### src/rtl/siso_shift_ctrl_pkg.sv
// Shared types and constants for the serial shift controller.
// Define SISO_SHIFT_CTRL_PARITY_EN to add the trailing even-parity state.
package siso_shift_ctrl_pkg;

   localparam int WIDTH_MIN = 2;
   localparam int WIDTH_MAX = 32;

`ifdef SISO_SHIFT_CTRL_PARITY_EN
   typedef enum logic [1:0] {
      IDLE   = 2'd0,
      SHIFT  = 2'd1,
      PARITY = 2'd2
   } state_t;
`else
   typedef enum logic [1:0] {
      IDLE  = 2'd0,
      SHIFT = 2'd1
   } state_t;
`endif

endpackage

### src/rtl/siso_shreg.sv
// Parallel-load shift register with synchronous clear; dir=0 shifts toward
// the MSB end, dir=1 shifts toward the LSB end, zero-filling the vacated bit.
module siso_shreg #(
   parameter int WIDTH = 8
) (
   input  logic             clk,
   input  logic             clr,
   input  logic             load,
   input  logic             shift,
   input  logic             dir,
   input  logic [WIDTH-1:0] d,
   output logic [WIDTH-1:0] q
);

   logic [WIDTH-1:0] q_reg;

   always_ff @(posedge clk) begin
      if (clr)
         q_reg <= '0;
      else if (load)
         q_reg <= d;
      else if (shift)
         q_reg <= dir ? {1'b0, q_reg[WIDTH-1:1]} : {q_reg[WIDTH-2:0], 1'b0};
   end

   assign q = q_reg;

endmodule

### src/rtl/siso_shift_ctrl.sv
// Parallel-in, serial-out frame controller with valid/ready intake and abort.
// Define SISO_SHIFT_CTRL_PARITY_EN to append an even-parity bit to each frame.
module siso_shift_ctrl
   import siso_shift_ctrl_pkg::*;
#(
   parameter int WIDTH     = 8,
   parameter bit LSB_FIRST = 1'b0
) (
   input  logic             clk,
   input  logic             rst_n,
   input  logic             s_valid,
   output logic             s_ready,
   input  logic [WIDTH-1:0] s_data,
   input  logic             abort,
   output logic             sout,
   output logic             shift_en,
   output logic             busy,
   output logic             done
);

   localparam int             CW   = $clog2(WIDTH) + 1;
   localparam logic [CW-1:0]  LAST = CW'(WIDTH - 1);

   if (WIDTH < WIDTH_MIN || WIDTH > WIDTH_MAX) begin : g_width_check
      $error("siso_shift_ctrl: WIDTH out of range");
   end

   state_t           state_reg;
   logic [CW-1:0]    cnt_reg;
   logic             done_reg;
   logic [WIDTH-1:0] shreg_q;
   logic             handshake;
   logic             in_shift;

   assign s_ready   = (state_reg == IDLE) && !abort && rst_n;
   assign handshake = s_valid && s_ready;
   assign in_shift  = (state_reg == SHIFT);

   siso_shreg #(.WIDTH(WIDTH)) u_shreg (
      .clk   (clk),
      .clr   (!rst_n || abort),
      .load  (handshake),
      .shift (in_shift),
      .dir   (LSB_FIRST),
      .d     (s_data),
      .q     (shreg_q)
   );

`ifdef SISO_SHIFT_CTRL_PARITY_EN
   logic parity_reg;
   logic in_parity;

   assign in_parity = (state_reg == PARITY);

   // Parity is taken from the word as captured, since the shifter empties it.
   always_ff @(posedge clk) begin
      if (!rst_n || abort)
         parity_reg <= 1'b0;
      else if (handshake)
         parity_reg <= ^s_data;
   end

   assign sout     = in_shift  ? (LSB_FIRST ? shreg_q[0] : shreg_q[WIDTH-1]) :
                     in_parity ? parity_reg : 1'b0;
   assign shift_en = in_shift || in_parity;
`else
   assign sout     = in_shift ? (LSB_FIRST ? shreg_q[0] : shreg_q[WIDTH-1]) : 1'b0;
   assign shift_en = in_shift;
`endif

   assign busy = shift_en;
   assign done = done_reg;

   always_ff @(posedge clk) begin
      if (!rst_n || abort) begin
         state_reg <= IDLE;
         cnt_reg   <= '0;
         done_reg  <= 1'b0;
      end else begin
         done_reg <= 1'b0;
         case (state_reg)
            IDLE: begin
               if (handshake) begin
                  state_reg <= SHIFT;
                  cnt_reg   <= '0;
               end
            end
            SHIFT: begin
               if (cnt_reg == LAST) begin
                  cnt_reg <= '0;
`ifdef SISO_SHIFT_CTRL_PARITY_EN
                  state_reg <= PARITY;
`else
                  state_reg <= IDLE;
                  done_reg  <= 1'b1;
`endif
               end else begin
                  cnt_reg <= cnt_reg + 1'b1;
               end
            end
`ifdef SISO_SHIFT_CTRL_PARITY_EN
            PARITY: begin
               state_reg <= IDLE;
               done_reg  <= 1'b1;
            end
`endif
            default: state_reg <= IDLE;
         endcase
      end
   end

endmodule

### config.mk
export PLATFORM = sky130hd
export DESIGN_NAME = siso_shift_ctrl
export DESIGN_NICKNAME = d
export VERILOG_FILES = /design/src/rtl/siso_shift_ctrl_pkg.sv /design/src/rtl/siso_shreg.sv /design/src/rtl/siso_shift_ctrl.sv
export SDC_FILE = /design/constraint.sdc
export NUM_CORES = 1
export LEC_CHECK = 0
export ABC_AREA = 1
export CORE_AREA = 2 2 39 41
export CTS_BUF_LIST = sky130_fd_sc_hd__clkbuf_4 sky130_fd_sc_hd__clkbuf_8
export DETAILED_ROUTE_END_ITERATION = 8
export DIE_AREA = 0 0 41 43
export DONT_BUFFER_PORTS = 1
export GPL_TIMING_DRIVEN = 1
export PLACE_DENSITY = 0.72
export SLEW_MARGIN = 40
export SYNTH_ARGS = -nofsm -noshare
export SYNTH_HDL_FRONTEND = slang
export SYNTH_SLANG_ARGS = --single-unit
export TNS_END_PERCENT = 10
### constraint.sdc
create_clock -name clk -period 1.1 [get_ports clk]
set_clock_uncertainty 0.1 [all_clocks]
set_input_delay 0.165 -clock clk [delete_from_list [all_inputs] [get_ports clk]]
set_output_delay 0.165 -clock clk [all_outputs]
set_load 0.05 [all_outputs]
==> metrics, run 1 <==
placed cell area=~850 sq um; RSZ-0062 raised after global routing=yes; Slowest-stage cell, CP=dfxtp_4; Die X=slightly above 40 microns; max_slew headroom=a little over four fifths; WP data required=830 ps; CTS sink cnt=14; Setup WS post-layout=-257.9 ps; RD Place Congestion=0.7495; DRC Markers=0; post-route core utilization=a little under three quarters; global-route wire length before repair=around 2900 microns; clk root buf=clkbuf_4; non-filler instance count after layout=around 140; sink of the worst hold path=state_reg[0]; hold_sp=abort; # H-tree levels=1; Seq/Total Area, Yosys=39.23%; gr ovfl total=0; TritonCTS clock tree=yes; initial DRC count=16; r2r setup slk=-110 ps; leakage=about 0.00044 uW; Cell Chain, Critical Path=buf_12 > nor2_4 > buf_12; crit-path max FO=4; vias in the first global route=around 730; largest net degree at the start of global routing=10; status=complete, but fails checks; Inst Count DP=126; worst skew pair latency=between 200 and 300 ps; final cycle utilization of the critical path=123.4%; clock slew at reported path FFs=about 90 ps; Slew Limit Fails=0; Die H=43 microns; Avg WL per Cell=between 10 and 15 microns; DRT Pass-1 Iters=4; Worst Hold Class=input port to register; total wire length=~1800 microns; Core Area=around 1400 sq um; Port-buffer cells=0; I/O pin cnt=17; average footprint of a synthesized cell=6.936 sq um; Crit. Startpoint=state_reg[0]; clk buf depth=2; worst-margin pin slew=around 240 ps; crit path kind=register to primary output; commonest non-fill, non-tap cell in the layout=nor2_1; final hold slack=roughly 20 ps; Worst R2R Path Depth=6; ANT cells=0; Syn Nets=between 100 and 150; detailed-route via count=718; worst r2r dst=u_shreg.q[6]; pwr dens=about 1100 nW/um^2; Max VDD drop=875.9 uV; Slowest Stage Delay on Critical Path=about 380 ps; fin area=~980 sq um; Hold Vio Cnt, Final=0; max reg flops=8; initial antenna violation count=0; Final Setup Violations=15; hpwl dp=around 1100 microns; Crit. End Element=primary output; ANT nets after route=0; CTS buffer count=3; area growth from synthesis to layout=37.48%; worst reg2reg path startpoint=state_reg[0]; crit start category=register; vias per inst=about 5.2; Unique masters post-synth=20; fin crit period=~1400 ps; most used cell, CP=buf_12; Hold Crit Depth=3; Worst EP arrival=~1100 ps; fmax=around 740 MHz; pre-CTS setup slack=-34.76 ps; total of max-cap violations=0; failing checks=negative setup slack; most frequent cells in the layout=nor2_1, nand2_1, inv_1, dfxtp_1, buf_4; floorplan row count=14; global-route usage over all layers=approximately a quarter; register bit total from synthesis=14; DIE AREA=between 1500 and 2000 sq um; Final nets=roughly 140; Mapped Cells=slightly above 100; Yosys Warn Count=0; post-synthesis cell area=about 700 sq um; starting density of the core=around half; share of layout cells above drive strength 1=a little over a quarter
[repair_timing]
action / CTS / global route
resized for setup: 3 / 6
hold endpoints to repair: 2 / 0
hold buffers: 4 / 0
setup endpoints to repair: 8 / 18
setup buffers: 2 / 1
pin swaps: 1 / 1
[cell families after synthesis]
kind of cell	count (synthesis)	share of synthesized area [%]
adders and majority gates	1	1.751
DFF	14	39.23
buffers and inverters	17	10.86
xor gates and xnor gates	1	1.226
and+or+nand+nor	62	40.11
AOI/OAI and AO/OA	8	6.829
[final cells by class]
type                            count  area, sq um
Inverter                           12        48.80
Sequential cell                    14        286.5
Fill cell                         117        401.6
Multi-Input combinational cell     72        386.6
Tap cell                           16        20.02
Clock buffer                        4        30.03
Timing Repair Buffer               19        210.2
[synthesized netlist by cell type]
master    number  area share [%]
nor2_4         1             1.6
or2_2          1            0.88
inv_1         12             6.3
ha_1           1             1.8
xor2_1         1             1.2
a21boi_0       1             1.1
nand4_1        7             6.1
nor2_1        22              12
dfxtp_1       14              39
nand3_2        1             1.4
nand2_1       20              11
buf_4          3             3.2
nand2_4        1             1.6
o21bai_2       1             1.6
nor4_1         1            0.88
buf_2          2             1.4
a21oi_1        3             2.1
nand3_1        8             5.6
o21ai_1        1            0.70
o21ai_0        2             1.4
[through the flow]
step	power (uW)	setup TNS, ps
floorplan	640.1	-88.27
global placement	683.4	-5.448
detailed placement	685.4	-66.18
CTS	1043	-1382
global route	1093	-2561
finish	1048	-1569
[where the power goes]
part | leakage [uW] | internal [uW] | switching [uW]
Combinational | 0.000302 | 91.2 | 100
Sequential | 0.000115 | 514 | 8.24
Clock | 0.0000184 | 166 | 169
Total | 0.000435 | 770 | 278
[critical path: cells and delay by family, from the launching register on]
kind | cells | cell delay (ps)
flip-flops | 1 | 380
buffers and inverters | 2 | 280
AND/OR/NAND/NOR | 1 | 140
[how the worst max path moves through the flow]
stage / to / slack, ps / cells after the start
final: s_ready / -260 / 3
after CTS: sout / -240 / 3
after global placement: cnt_reg[0] / -5 / 6
after floorplan: sout / -30 / 3
after global routing: s_ready / -290 / 3
after detailed placement: cnt_reg[0] / -30 / 6
[layer usage]
| metal | track usage (%) | share of wire, % | vias up |
|---|---|---|---|
| li1 | - | - | 363 |
| met2 | 42.81 | 53 | 18 |
| met5 | 0 | 0 | - |
| met4 | 8.000 | 1.1 | 0 |
| met1 | 25.25 | 41 | 332 |
| met3 | 9.948 | 4.7 | 5 |
Power figures use the tool's default switching activity.
==> run 2, diff against run 1 <==
--- a/config.mk
+++ b/config.mk
@@ -6,12 +6,14 @@
 export NUM_CORES = 1
 export LEC_CHECK = 0
 export ABC_AREA = 1
+export CAP_MARGIN = 20
 export CORE_AREA = 2 2 39 41
 export CTS_BUF_LIST = sky130_fd_sc_hd__clkbuf_4 sky130_fd_sc_hd__clkbuf_8
 export DETAILED_ROUTE_END_ITERATION = 8
 export DIE_AREA = 0 0 41 43
 export DONT_BUFFER_PORTS = 1
 export GPL_TIMING_DRIVEN = 1
+export MAX_ROUTING_LAYER = met4
 export PLACE_DENSITY = 0.72
 export SLEW_MARGIN = 40
 export SYNTH_ARGS = -nofsm -noshare
==> run 2 against run 1 <==
  * The run still ends with negative setup slack left
  * Largest cell class unchanged
  * Sequential power is essentially flat
  * Global-route usage rose by 0.61 points
  * Critical path type unchanged
  * Total power shrank 0.47%
  * Final cell count is the same
  * Register-to-register slack barely moved
  * Non-clock buffer count unchanged
  * Routed wire length is 0.11% lower
==> metrics, run 2 (same netlist as run 1, synthesis figures left out) <==
Port-buffer cells=0; commonest non-fill, non-tap cell in the layout=nor2_1; CTS sink cnt=14; WP data required=830 ps; Die X=41 microns; crit start category=register; RSZ-0062 raised after global routing=yes; pre-CTS setup slack=-34.76 ps; max reg flops=8; pwr dens=~1100 nW/um^2; largest net degree at the start of global routing=10; vias per inst=5.350; Met2 Wirelength=between 900 and 1000 microns; top routing layer used=met4; Max VDD drop=roughly 860 uV; clock slew at reported path FFs=90 ps; non-filler instance count after layout=roughly 140; starting density of the core=between 50% and 60%; initial antenna violation count=0; global-route usage over all layers=25.36%; Avg WL per Cell=13.12 microns; Final nets=around 140; # H-tree levels=1; fmax=~740 MHz; I/O pin cnt=17; Crit. End Element=primary output; DIE AREA=1763 sq um; total wire length=around 1800 microns; status=complete, but fails checks; DRC Markers=0; detailed-route via count=about 730; Slew Limit Fails=0; Setup WS post-layout=-256.1 ps; global-route wire length before repair=between 2000 and 3000 microns; setup TNS=-1571 ps; Slowest-stage cell, CP=dfxtp_4; Slowest Stage Delay on Critical Path=between 300 and 400 ps; Buf/Inv on CP=2; initial DRC count=13; RD Place Congestion=roughly 0.76; Filler cells=about 120; clk root buf=clkbuf_4; Worst Hold Class=input port to register; Hold Vio Cnt, Final=0; wl on met1=approximately 730 microns; crit path kind=register to primary output; CTS buffer count=3; failing checks=negative setup slack; Cell Chain, Critical Path=buf_12 > nor2_4 > buf_12; most used cell, CP=buf_12; hpwl dp=between 1000 and 1500 microns; routed wl met3=80 microns; Core Area=around 1400 sq um; Final Setup Violations=15; area growth from synthesis to layout=37.48%; ANT nets after route=0; total of max-cap violations=0; Worst EP arrival=1090 ps; final cycle utilization of the critical path=123.3%; floorplan row count=14; vias in the first global route=731; worst skew pair latency=about 280 ps; crit-path leading delay family=flip-flops; most frequent cells in the layout=nor2_1, nand2_1, inv_1, dfxtp_1, buf_4; Tot Pwr=between 1000 and 1500 uW; DRT Pass-1 Iters=5; Die H=between 40 and 50 microns; gr ovfl total=0; max_slew headroom=approximately 84%; worst-margin pin slew=roughly 240 ps; fin crit period=~1400 ps; crit-path max FO=4; Inst Count DP=between 100 and 150; share of layout cells above drive strength 1=27.27%; leakage=0.0004353 uW; ANT cells=0; clk buf depth=2; TritonCTS clock tree=yes
-- run 2: cell counts in the layout (fill, tap and decap cells not counted) --
No cell type changed its count.
-- run 2: worst paths after layout --
kind	startpoint	end	slack (ps)	depth (start not counted)
worst min-delay path	abort	state_reg[0]	20	3
worst min register to register	u_shreg.q[6]	u_shreg.q[6]	400	2
worst max register to register	state_reg[0]	u_shreg.q[6]	-120	6
worst max-delay path	state_reg[0]	s_ready	-260	3
-- run 2: metal layers --
| layer | track usage [%] | vias to the layer above |
|---|---|---|
| li1 | - | 364 |
| met1 | 25.25 | 351 |
| met2 | 42.81 | 16 |
| met3 | 9.948 | 2 |
| met4 | 8.000 | 0 |
| met5 | - | - |
-- run 2: power by group --
group,internal [uW],leakage [uW],total [uW],switching [uW]
combinational,91.2,0.000302,191,99.4
sequential,514,0.000115,522,8.33
clock,166,0.0000184,331,165
total,770,0.000435,1040,273
-- run 2: final cells by class --
type	count	area [sq um]	share of cell area [%]
clock buffer	4	30.03	3.057
tap	16	20.02	2.038
inverter	12	48.80	4.968
timing repair buffer	19	210.2	21.40
multi-input combinational	72	386.6	39.36
sequential	14	286.5	29.17
-- run 2: repair_timing --
item	CTS	global route
hold buffers	4	0
endpoints found under the setup margin	8	18
buffers inserted	2	1
resized for setup	3	6
pin swaps	1	1
endpoints found under the hold margin	2	0
-- run 2: stage by stage --
stage | util [%] | instance area, sq um | hold WS (ps)
after floorplan | - | 743.2 | 230.9
after global placement | 61.57 | 852.1 | 241.0
after detailed placement | 61.57 | 852.1 | 239.1
after CTS | 69.35 | 959.7 | 13.74
after global routing | 70.98 | 982.2 | 13.92
final | 70.98 | 982.2 | 23.29
-- run 2: worst reg2reg max path: cells and delay by family, from the launching register on --
family,cells,cell delay [ps]
flops,1,380
compound gates,1,120
simple gates,4,410
buf+inv,1,140
==> run 3, diff against run 2 <==
--- a/config.mk
+++ b/config.mk
@@ -6,7 +6,6 @@
 export NUM_CORES = 1
 export LEC_CHECK = 0
 export ABC_AREA = 1
-export CAP_MARGIN = 20
 export CORE_AREA = 2 2 39 41
 export CTS_BUF_LIST = sky130_fd_sc_hd__clkbuf_4 sky130_fd_sc_hd__clkbuf_8
 export DETAILED_ROUTE_END_ITERATION = 8
==> results of run 3 <==
No change in the layout: final DEF, timing and power equal those of run 2.
